<file path="config.mk">
export PLATFORM = sky130hd
export DESIGN_NAME = fb_dbuf
export DESIGN_NICKNAME = d
export VERILOG_FILES = /design/src/rtl/fb_pkg.sv /design/src/rtl/fb_dpram.sv /design/src/rtl/fb_dbuf.sv
export SDC_FILE = /design/constraint.sdc
export NUM_CORES = 1
export LEC_CHECK = 0
export ABC_AREA = 1
export ABC_CLOCK_PERIOD_IN_PS = 3010
export CAP_MARGIN = 20
export CORE_ASPECT_RATIO = 1.75
export CORE_MARGIN = 4
export CORE_UTILIZATION = 25
export DETAILED_ROUTE_END_ITERATION = 12
export PLACE_DENSITY_LB_ADDON = 0.2
export RECOVER_POWER = 25
export SLEW_MARGIN = 40
export SYNTH_ARGS = -nofsm -noshare
export SYNTH_HDL_FRONTEND = slang
export SYNTH_SLANG_ARGS = --single-unit
</file>
<file path="constraint.sdc">
create_clock -name clk -period 3.01 [get_ports clk]
set_clock_uncertainty 0.15 [all_clocks]
set_input_delay 0.301 -clock clk [delete_from_list [all_inputs] [get_ports clk]]
set_output_delay 0.301 -clock clk [all_outputs]
set_load 0.01 [all_outputs]
</file>
<file path="src/rtl/fb_pkg.sv">
// Shared types and helpers for the double-buffered framebuffer.
package fb_pkg;

    typedef enum logic {
        FB_IDLE  = 1'b0,
        FB_CLEAR = 1'b1
    } fb_state_e;

    localparam int unsigned FB_PAGES = 2;

    // Physical RAM address width: page index bits plus per-page address bits.
    function automatic int unsigned fb_phys_aw(input int unsigned aw);
        return aw + $clog2(FB_PAGES);
    endfunction

endpackage

</file>
<file path="src/rtl/fb_dpram.sv">
// Simple dual-port RAM, one clock, registered read with optional second output stage.
module fb_dpram
#(
    parameter int unsigned DW = 8,
    parameter int unsigned AW = 7,
    parameter int unsigned RL = 1
)
(
    input  logic          clk,
    input  logic          rst_n,
    input  logic          we_i,
    input  logic [AW-1:0] waddr_i,
    input  logic [DW-1:0] wdata_i,
    input  logic          re_i,
    input  logic [AW-1:0] raddr_i,
    output logic [DW-1:0] rdata_o
);

    localparam int unsigned DEPTH = 2 ** AW;

    logic [DW-1:0] mem [DEPTH];
    logic [DW-1:0] rd1_q;

    always_ff @(posedge clk) begin
        if (we_i) begin
            mem[waddr_i] <= wdata_i;
        end
    end

    // Output registers hold their value between reads.
    always_ff @(posedge clk or negedge rst_n) begin
        if (!rst_n) begin
            rd1_q <= '0;
        end else if (re_i) begin
            rd1_q <= mem[raddr_i];
        end
    end

    generate
        if (RL == 2) begin : g_lat2
            logic          re_q;
            logic [DW-1:0] rd2_q;

            always_ff @(posedge clk or negedge rst_n) begin
                if (!rst_n) begin
                    re_q  <= 1'b0;
                    rd2_q <= '0;
                end else begin
                    re_q <= re_i;
                    if (re_q) begin
                        rd2_q <= rd1_q;
                    end
                end
            end

            assign rdata_o = rd2_q;
        end else begin : g_lat1
            assign rdata_o = rd1_q;
        end
    endgenerate

endmodule

</file>
<file path="src/rtl/fb_dbuf.sv">
// Double-buffered framebuffer: front page scanout, back page writes/clear, vblank-synchronous flip.
// Optional flip-complete interrupt enabled by defining FB_FLIP_IRQ_EN.
module fb_dbuf
    import fb_pkg::*;
#(
    parameter int unsigned DATA_WIDTH = 8,
    parameter int unsigned ADDR_WIDTH = 6,
    parameter int unsigned READ_LAT   = 1
)
(
    input  logic                  clk,
    input  logic                  reset_n,
    input  logic                  w_valid,
    output logic                  w_ready,
    input  logic [ADDR_WIDTH-1:0] w_adr,
    input  logic [DATA_WIDTH-1:0] w_data,
    input  logic                  r_en,
    input  logic [ADDR_WIDTH-1:0] r_adr,
    output logic [DATA_WIDTH-1:0] r_data,
    output logic                  r_valid,
    input  logic                  flip_req,
    input  logic                  vblank,
    output logic                  flip_pending,
    output logic                  front_sel,
    input  logic                  clr_start,
    input  logic [DATA_WIDTH-1:0] clr_data,
    output logic                  clr_busy
`ifdef FB_FLIP_IRQ_EN
    ,
    output logic                  irq,
    input  logic                  irq_clr
`endif
);

    localparam int unsigned PAW = fb_phys_aw(ADDR_WIDTH);

    fb_state_e             state_q, state_d;
    logic [ADDR_WIDTH-1:0] cnt_q, cnt_d;
    logic [DATA_WIDTH-1:0] fill_q, fill_d;
    logic                  clr_busy_q, clr_busy_d;
    logic                  front_sel_q, front_sel_d;
    logic                  flip_pending_q, flip_pending_d;
    logic                  vblank_q;
    logic [READ_LAT-1:0]   rvalid_q;

    logic                  vblank_rise;
    logic                  flip_go;
    logic                  ram_we;
    logic [PAW-1:0]        ram_waddr;
    logic [DATA_WIDTH-1:0] ram_wdata;

    assign w_ready = (state_q == FB_IDLE);

    // Clear engine: one back-page word per cycle, then back to idle.
    always_comb begin
        state_d    = state_q;
        cnt_d      = cnt_q;
        fill_d     = fill_q;
        clr_busy_d = clr_busy_q;
        case (state_q)
            FB_IDLE: begin
                if (clr_start) begin
                    state_d    = FB_CLEAR;
                    cnt_d      = '0;
                    fill_d     = clr_data;
                    clr_busy_d = 1'b1;
                end
            end
            FB_CLEAR: begin
                cnt_d = cnt_q + ADDR_WIDTH'(1);
                if (cnt_q == {ADDR_WIDTH{1'b1}}) begin
                    state_d    = FB_IDLE;
                    clr_busy_d = 1'b0;
                end
            end
        endcase
    end

    // Flip commits only on a vblank rising edge while no clear is running.
    always_comb begin
        vblank_rise    = vblank & ~vblank_q;
        flip_go        = vblank_rise & (flip_pending_q | flip_req) & (state_q == FB_IDLE);
        front_sel_d    = front_sel_q ^ flip_go;
        flip_pending_d = flip_go ? 1'b0 : (flip_pending_q | flip_req);
    end

    always_ff @(posedge clk or negedge reset_n) begin
        if (!reset_n) begin
            state_q        <= FB_IDLE;
            cnt_q          <= '0;
            fill_q         <= '0;
            clr_busy_q     <= 1'b0;
            front_sel_q    <= 1'b0;
            flip_pending_q <= 1'b0;
            vblank_q       <= 1'b0;
        end else begin
            state_q        <= state_d;
            cnt_q          <= cnt_d;
            fill_q         <= fill_d;
            clr_busy_q     <= clr_busy_d;
            front_sel_q    <= front_sel_d;
            flip_pending_q <= flip_pending_d;
            vblank_q       <= vblank;
        end
    end

    generate
        if (READ_LAT == 2) begin : g_rv2
            always_ff @(posedge clk or negedge reset_n) begin
                if (!reset_n) begin
                    rvalid_q <= '0;
                end else begin
                    rvalid_q <= {rvalid_q[0], r_en};
                end
            end
        end else begin : g_rv1
            always_ff @(posedge clk or negedge reset_n) begin
                if (!reset_n) begin
                    rvalid_q <= '0;
                end else begin
                    rvalid_q <= r_en;
                end
            end
        end
    endgenerate

`ifdef FB_FLIP_IRQ_EN
    logic irq_q;

    // A new flip wins over a simultaneous acknowledge.
    always_ff @(posedge clk or negedge reset_n) begin
        if (!reset_n) begin
            irq_q <= 1'b0;
        end else if (flip_go) begin
            irq_q <= 1'b1;
        end else if (irq_clr) begin
            irq_q <= 1'b0;
        end
    end

    assign irq = irq_q;
`endif

    // Back page is always the complement of the front page.
    always_comb begin
        ram_we    = (state_q == FB_CLEAR) | (w_valid & w_ready);
        ram_waddr = {~front_sel_q, (state_q == FB_CLEAR) ? cnt_q : w_adr};
        ram_wdata = (state_q == FB_CLEAR) ? fill_q : w_data;
    end

    fb_dpram #(
        .DW (DATA_WIDTH),
        .AW (PAW),
        .RL (READ_LAT)
    ) u_ram (
        .clk     (clk),
        .rst_n   (reset_n),
        .we_i    (ram_we),
        .waddr_i (ram_waddr),
        .wdata_i (ram_wdata),
        .re_i    (r_en),
        .raddr_i ({front_sel_q, r_adr}),
        .rdata_o (r_data)
    );

    assign r_valid      = rvalid_q[READ_LAT-1];
    assign flip_pending = flip_pending_q;
    assign front_sel    = front_sel_q;
    assign clr_busy     = clr_busy_q;

endmodule
</file>
# == After elaboration in Yosys (flattened, before gate mapping) ==
# Memory sizes are Yosys's and may differ from the RTL's. A register that Yosys moved wholly into a read port is not among the register bits.
# Index checks and enable logic that the tools add are counted.
# classes
addsub,1
eq_ne,3
muxes,13
bitwise_logic,10
n_reduce_logical,3
# op_table
op,count
two-way mux 6 bit,2
one-hot mux 6 bit (2 select lines),1
two-way mux 8 bit,1
two-way mux 1 bit,7
"adder 6 x 1 -> 6 bit, second input constant",1
"== test 6 bit, second input constant",1
AND 1 bit,4
"!= test 2 x 1 -> 1 bit, second input constant",2
one-hot mux 1 bit (2 select lines),2
AND reduction 2 bit,2
NOT 1 bit,3
bitwise OR 1 bit,2
logical NOT 1 bit,1
XOR 1 bit,1
# word_totals
register_bits,20
mem_bits_rw,1024
inputBits,35
word_cells,39
n_memories,1
# memory_table
memory,depth,width,rd,rd_ports_with_merged_regs,wr,line_no,text
u_ram.mem,128,8,1,1,1,fb_dpram.sv:21,logic [DW-1:0] mem [DEPTH];

# == Logic depth before layout (Yosys ltp) ==
# logic_depth
depth_word,5
ltp_mapped,14
mapped_depth_nobuf,11

# == Hierarchy ==
# From an unflattened synthesis, not the netlist that was laid out.
# hier_totals
cells_unflattened,3687
area_unflattened_um2,43289.0
# by_module_without_submodules
module,instances,cells_each,area_per_inst_um2
fb_dpram,1,3546,42276.8
fb_dbuf,1,141,1012.2

# == Worst setup path after synthesis ==
# OpenSTA, ideal clock, no wires.
# synth_timing
kind,reg2reg
startpoint,register state_q
endpoint,"memory u_ram.mem[0][0], data pin"
t_arrival_ps,2448
required_time_ps,2349
slack_ps,-99
path_stages_with_launch,5
path_buffers,2
path_cell_list,dfrtp_1 > buf_4 > clkbuf_1 > nand2_1 > nand2_1
# synth_between
elab_chain_cells,1
# synth_lines
item,line_no,text
start: declaration,fb_dbuf.sv:37,"fb_state_e state_q, state_d;"
start signal: assignment,fb_dbuf.sv:97,state_q <= state_d;
two-way mux 8 bit,fb_dbuf.sv:148,ram_wdata = (state_q == FB_CLEAR) ? fill_q : w_data;
named net ram_wdata[0],fb_dbuf.sv:50,logic [DATA_WIDTH-1:0] ram_wdata;
end: declaration,fb_dpram.sv:21,
# The timed path passes the listed nets, and every way through them passes these cells.

# == Worst setup path in the final report ==
# layout_timing
startpoint,register state_q
endpoint,"memory u_ram.mem[80][3], enable pin"
# layout_between
elab_chain_cells,5
# layout_lines
item,line_no,text
NOT 1 bit (no source line),n/a,
AND 1 bit,fb_dbuf.sv:146,ram_we = (state_q == FB_CLEAR) | (w_valid & w_ready);
bitwise OR 1 bit,fb_dbuf.sv:146,
two-way mux 1 bit,fb_dpram.sv:25,if (we_i) begin
two-way mux 1 bit (implied by the code),fb_dpram.sv:26,mem[waddr_i] <= wdata_i;
# Parallel ways exist; a longest one is shown, timed or not.

==> metrics.md <==
| Metric | Value |
|---|---|
| Worst Setup Start Kind | flip-flop |
| Crit path setup slack, layout | 0.266 ns |
| Slew Viols, Final | 29 |
| Cell-internal power | 27.3 mW |
| Share of layout cells above drive strength 1 | between 10% and 20% |
| Post-CTS Repair Setup Buffers | 0 |
| Vias in the first global route | about 28000 |
| Yosys top cell area share | 71.1% |
| Number of port buffers | 47 |
| Sink Count | around 1100 |
| RSZ-0062 raised after global routing | false |
| Routed length per instance | about 22 um |
| CP Class | reg -> reg |
| Post-Syn Area | between 40000 and 50000 um2 |
| Post-synth cell types | 29 |
| Die Wd | approximately 320 um |
| Clock root cell | clkbuf_16 |
| RePlAce Congestion | roughly 0.83 |
| Detailed-route via count | ~28000 |
| Comb pwr share | 20.8% |
| Mapped Nets | approximately 3700 |
| Core Util, Final | between 20% and 30% |
| Required time of the critical path | between 3 and 4 ns |
| Clock transition at path regs | ~0.060 ns |
| Switching fraction of total power | a little under a third |
| Global-route wire length before repair | just under 200 mm |
| Setup Viol. Count Final | 0 |
| Async S/R FF share, synth | 2.66% |
| Ys flop type | edfxtp_1 |
| Final hold violations | 0 |
| First-pass iteration count of the detailed router | 5 |
| Worst-skew pair later-pin latency | approximately 0.67 ns |
| Count leader, synth | nand2_1 |
| F_max | between 300 and 400 MHz |
| Overall Power | ~39 mW |
| Fin Setup TNS | 0 ns |
| DR iter-0 viols | roughly 1900 |
| Failing checks | capacitance limit, slew limit |
| Die area | between 150000 and 200000 um2 |
| Cts bufs inserted | 92 |
| Initial Utilization | roughly 25% |
| Area grow syn2layout | 16.8% |
| Initial antenna violation count | 1 |
| Die height | about 560 um |
| Final hold slack | between 0.08 and 0.09 ns |
| NumNets Final | 3840 |
| CTS tree | yes |
| Placed wire-length estimate | about 90 mm |
| Maximum VDD drop | around 1.3 mV |
| Core Box Area | between 150000 and 200000 um2 |
| Via density | between 4 and 5 |
| Post-synth EDFFs | between 1000 and 1500 |
| Total GRT Usage | 14.8% |
| DRC Markers | 0 |
| Final ANT Viol Nets | 0 |
| CP max FO | 12 |
| Syn Inst Count | roughly 3600 |
| Register bit total from synthesis | between 1000 and 1500 |
| Sequential share of the synthesized area | between 70% and 80% |
| Max Buffers Root-to-Sink | 3 |
| I/O pin cnt | 48 |
| Largest net degree at the start of global routing | 76 |
| Grt ovf | 0 |
| Top area cells in the synthesized netlist | edfxtp_1, nand3_1, nand2_1 |
| Worst setup EP type | flip-flop |
| CTS HTree Levels | 3 |
| Slew HR | -21.6% |
| Clock network fraction of total power | between 30% and 40% |
| Synthesis Warnings | 0 |
| Post-Route WL | around 140 mm |
| Dpl ws | between 0.15 and 0.2 ns |
| Avg Synthesized Cell Area | between 10 and 15 um2 |
| Crit path DAT | ~2.9 ns |
| P per Cell Area | 781 nW/um2 |
| Min cycle time layout | between 2 and 3 ns |
| Least-Margin Pin Slew | approximately 1.8 ns |
| Status | finished, violations left |
| Row count | 201 |
| Lkg Pwr | roughly 18 nW |
| Hold/Removal Path Class | in -> reg |
| Reg power frac | around half |
| Period utilisation layout | around nine tenths |
| Psw | 12.2 mW |
| Max capacitance violation total | 1 |
| Synth top cells by count | nand2_1, edfxtp_1, nand3_1 |
| Leading area contributor after synthesis | edfxtp_1 |
==> cell type report <==
class | count | area (um2)
fillers | 17600 | 121000
flip-flops and latches | 1052 | 31500
multi-input cells | 2323 | 10200
repair buffers | 312 | 2990
well taps | 2233 | 2790
clock buffers | 116 | 2500
clock inverters | 50 | 424
inverters | 23 | 113
diodes | 1 | 2.50
==> layer usage <==
metal,vias to the layer above,track usage [%],share of wire [%]
met3,197,1.33,3.0
met5,-,0,0
met1,13900,16.5,38
li1,13200,-,-
met4,0,5.33,3.6
met2,543,29.0,55
==> worst paths after layout <==
kind	slack, ns	cells past startpoint	from	endpoint
setup / recovery	0.27	6	state_q	u_ram.mem[80][3]
hold / removal	0.08	2	clr_data[1]	fill_q[1]
setup reg to reg	0.27	6	state_q	u_ram.mem[80][3]
hold reg to reg	0.35	1	cnt_q[5]	cnt_q[5]
max in group asynchronous	0.63	3	reset_n	fill_q[3]
min in group asynchronous	1.04	3	reset_n	cnt_q[0]
==> flip-flops by register name (all words and copies together), names as in the netlist <==
signal,count
state_q,1
u_ram.mem,1024
flip_pending,1
fill_q,8
front_sel,1
cnt_q,6
u_ram.rdata_o,8
vblank_q,1
clr_busy,1
r_valid,1
==> power groups by stage <==
stage / Sequential [mW] / Clock, mW / Combinational (mW)
2_1_floorplan: 19.8 / 0 / 3.35
3_3_place_gp: 19.7 / 0 / 8.54
3_5_place_dp: 19.7 / 0 / 8.57
4_1_cts: 19.3 / 12.2 / 8.58
5_1_grt: 19.4 / 12.7 / 8.78
6_report: 19.4 / 11.9 / 8.21
==> per-stage QoR <==
| step | instance area [um2] | instances |
|---|---|---|
| after floorplan | 43300 | 3635 |
| after global placement | 47700 | 5941 |
| after detailed placement | 47700 | 5941 |
| after CTS | 50600 | 6109 |
| after global routing | 50500 | 6110 |
| final | 50500 | 6110 |
==> kinds of logic after synthesis <==
kind of cell	Yosys count	synth area share [%]
and+or+nand+nor	2299	23.0
AOI/OAI and AO/OA	14	0.200
muxes	8	0.208
adders and majority gates	1	0.0289
buffers and inverters	260	3.79
xor gates and xnor gates	1	0.0203
DFF	1052	72.7
==> cells in the final DEF, fill, tap and decap left out, drive strengths merged, types with 2 or more instances in the layout <==
cell	count
edfxtp	1024
a21oi	2
nor2	141
nand3	988
o21ai	9
or2	2
bufinv	6
inv	26
mux2	8
nand4	8
dfrtp	28
nand2	1159
clkinvlp	5
clkdlybuf4s50	39
clkbuf	121
buf	263
dlygate4sd3	5
clkinv	36
==> worst max-delay path: stages (launching register included) <==
cell,delay (ns)
dfrtp_1,0.43
buf_4,0.20
o21ai_1,0.44
inv_2,0.09
nor2_2,0.17
nand2_1,0.26
nor2_1,0.63
==> timing repair <==
item                      CTS  global route
hold endpoints to repair   29             0
resized for setup           0             0
hold buffers                2             0
Note: power is estimated with default switching activity, not from simulation.
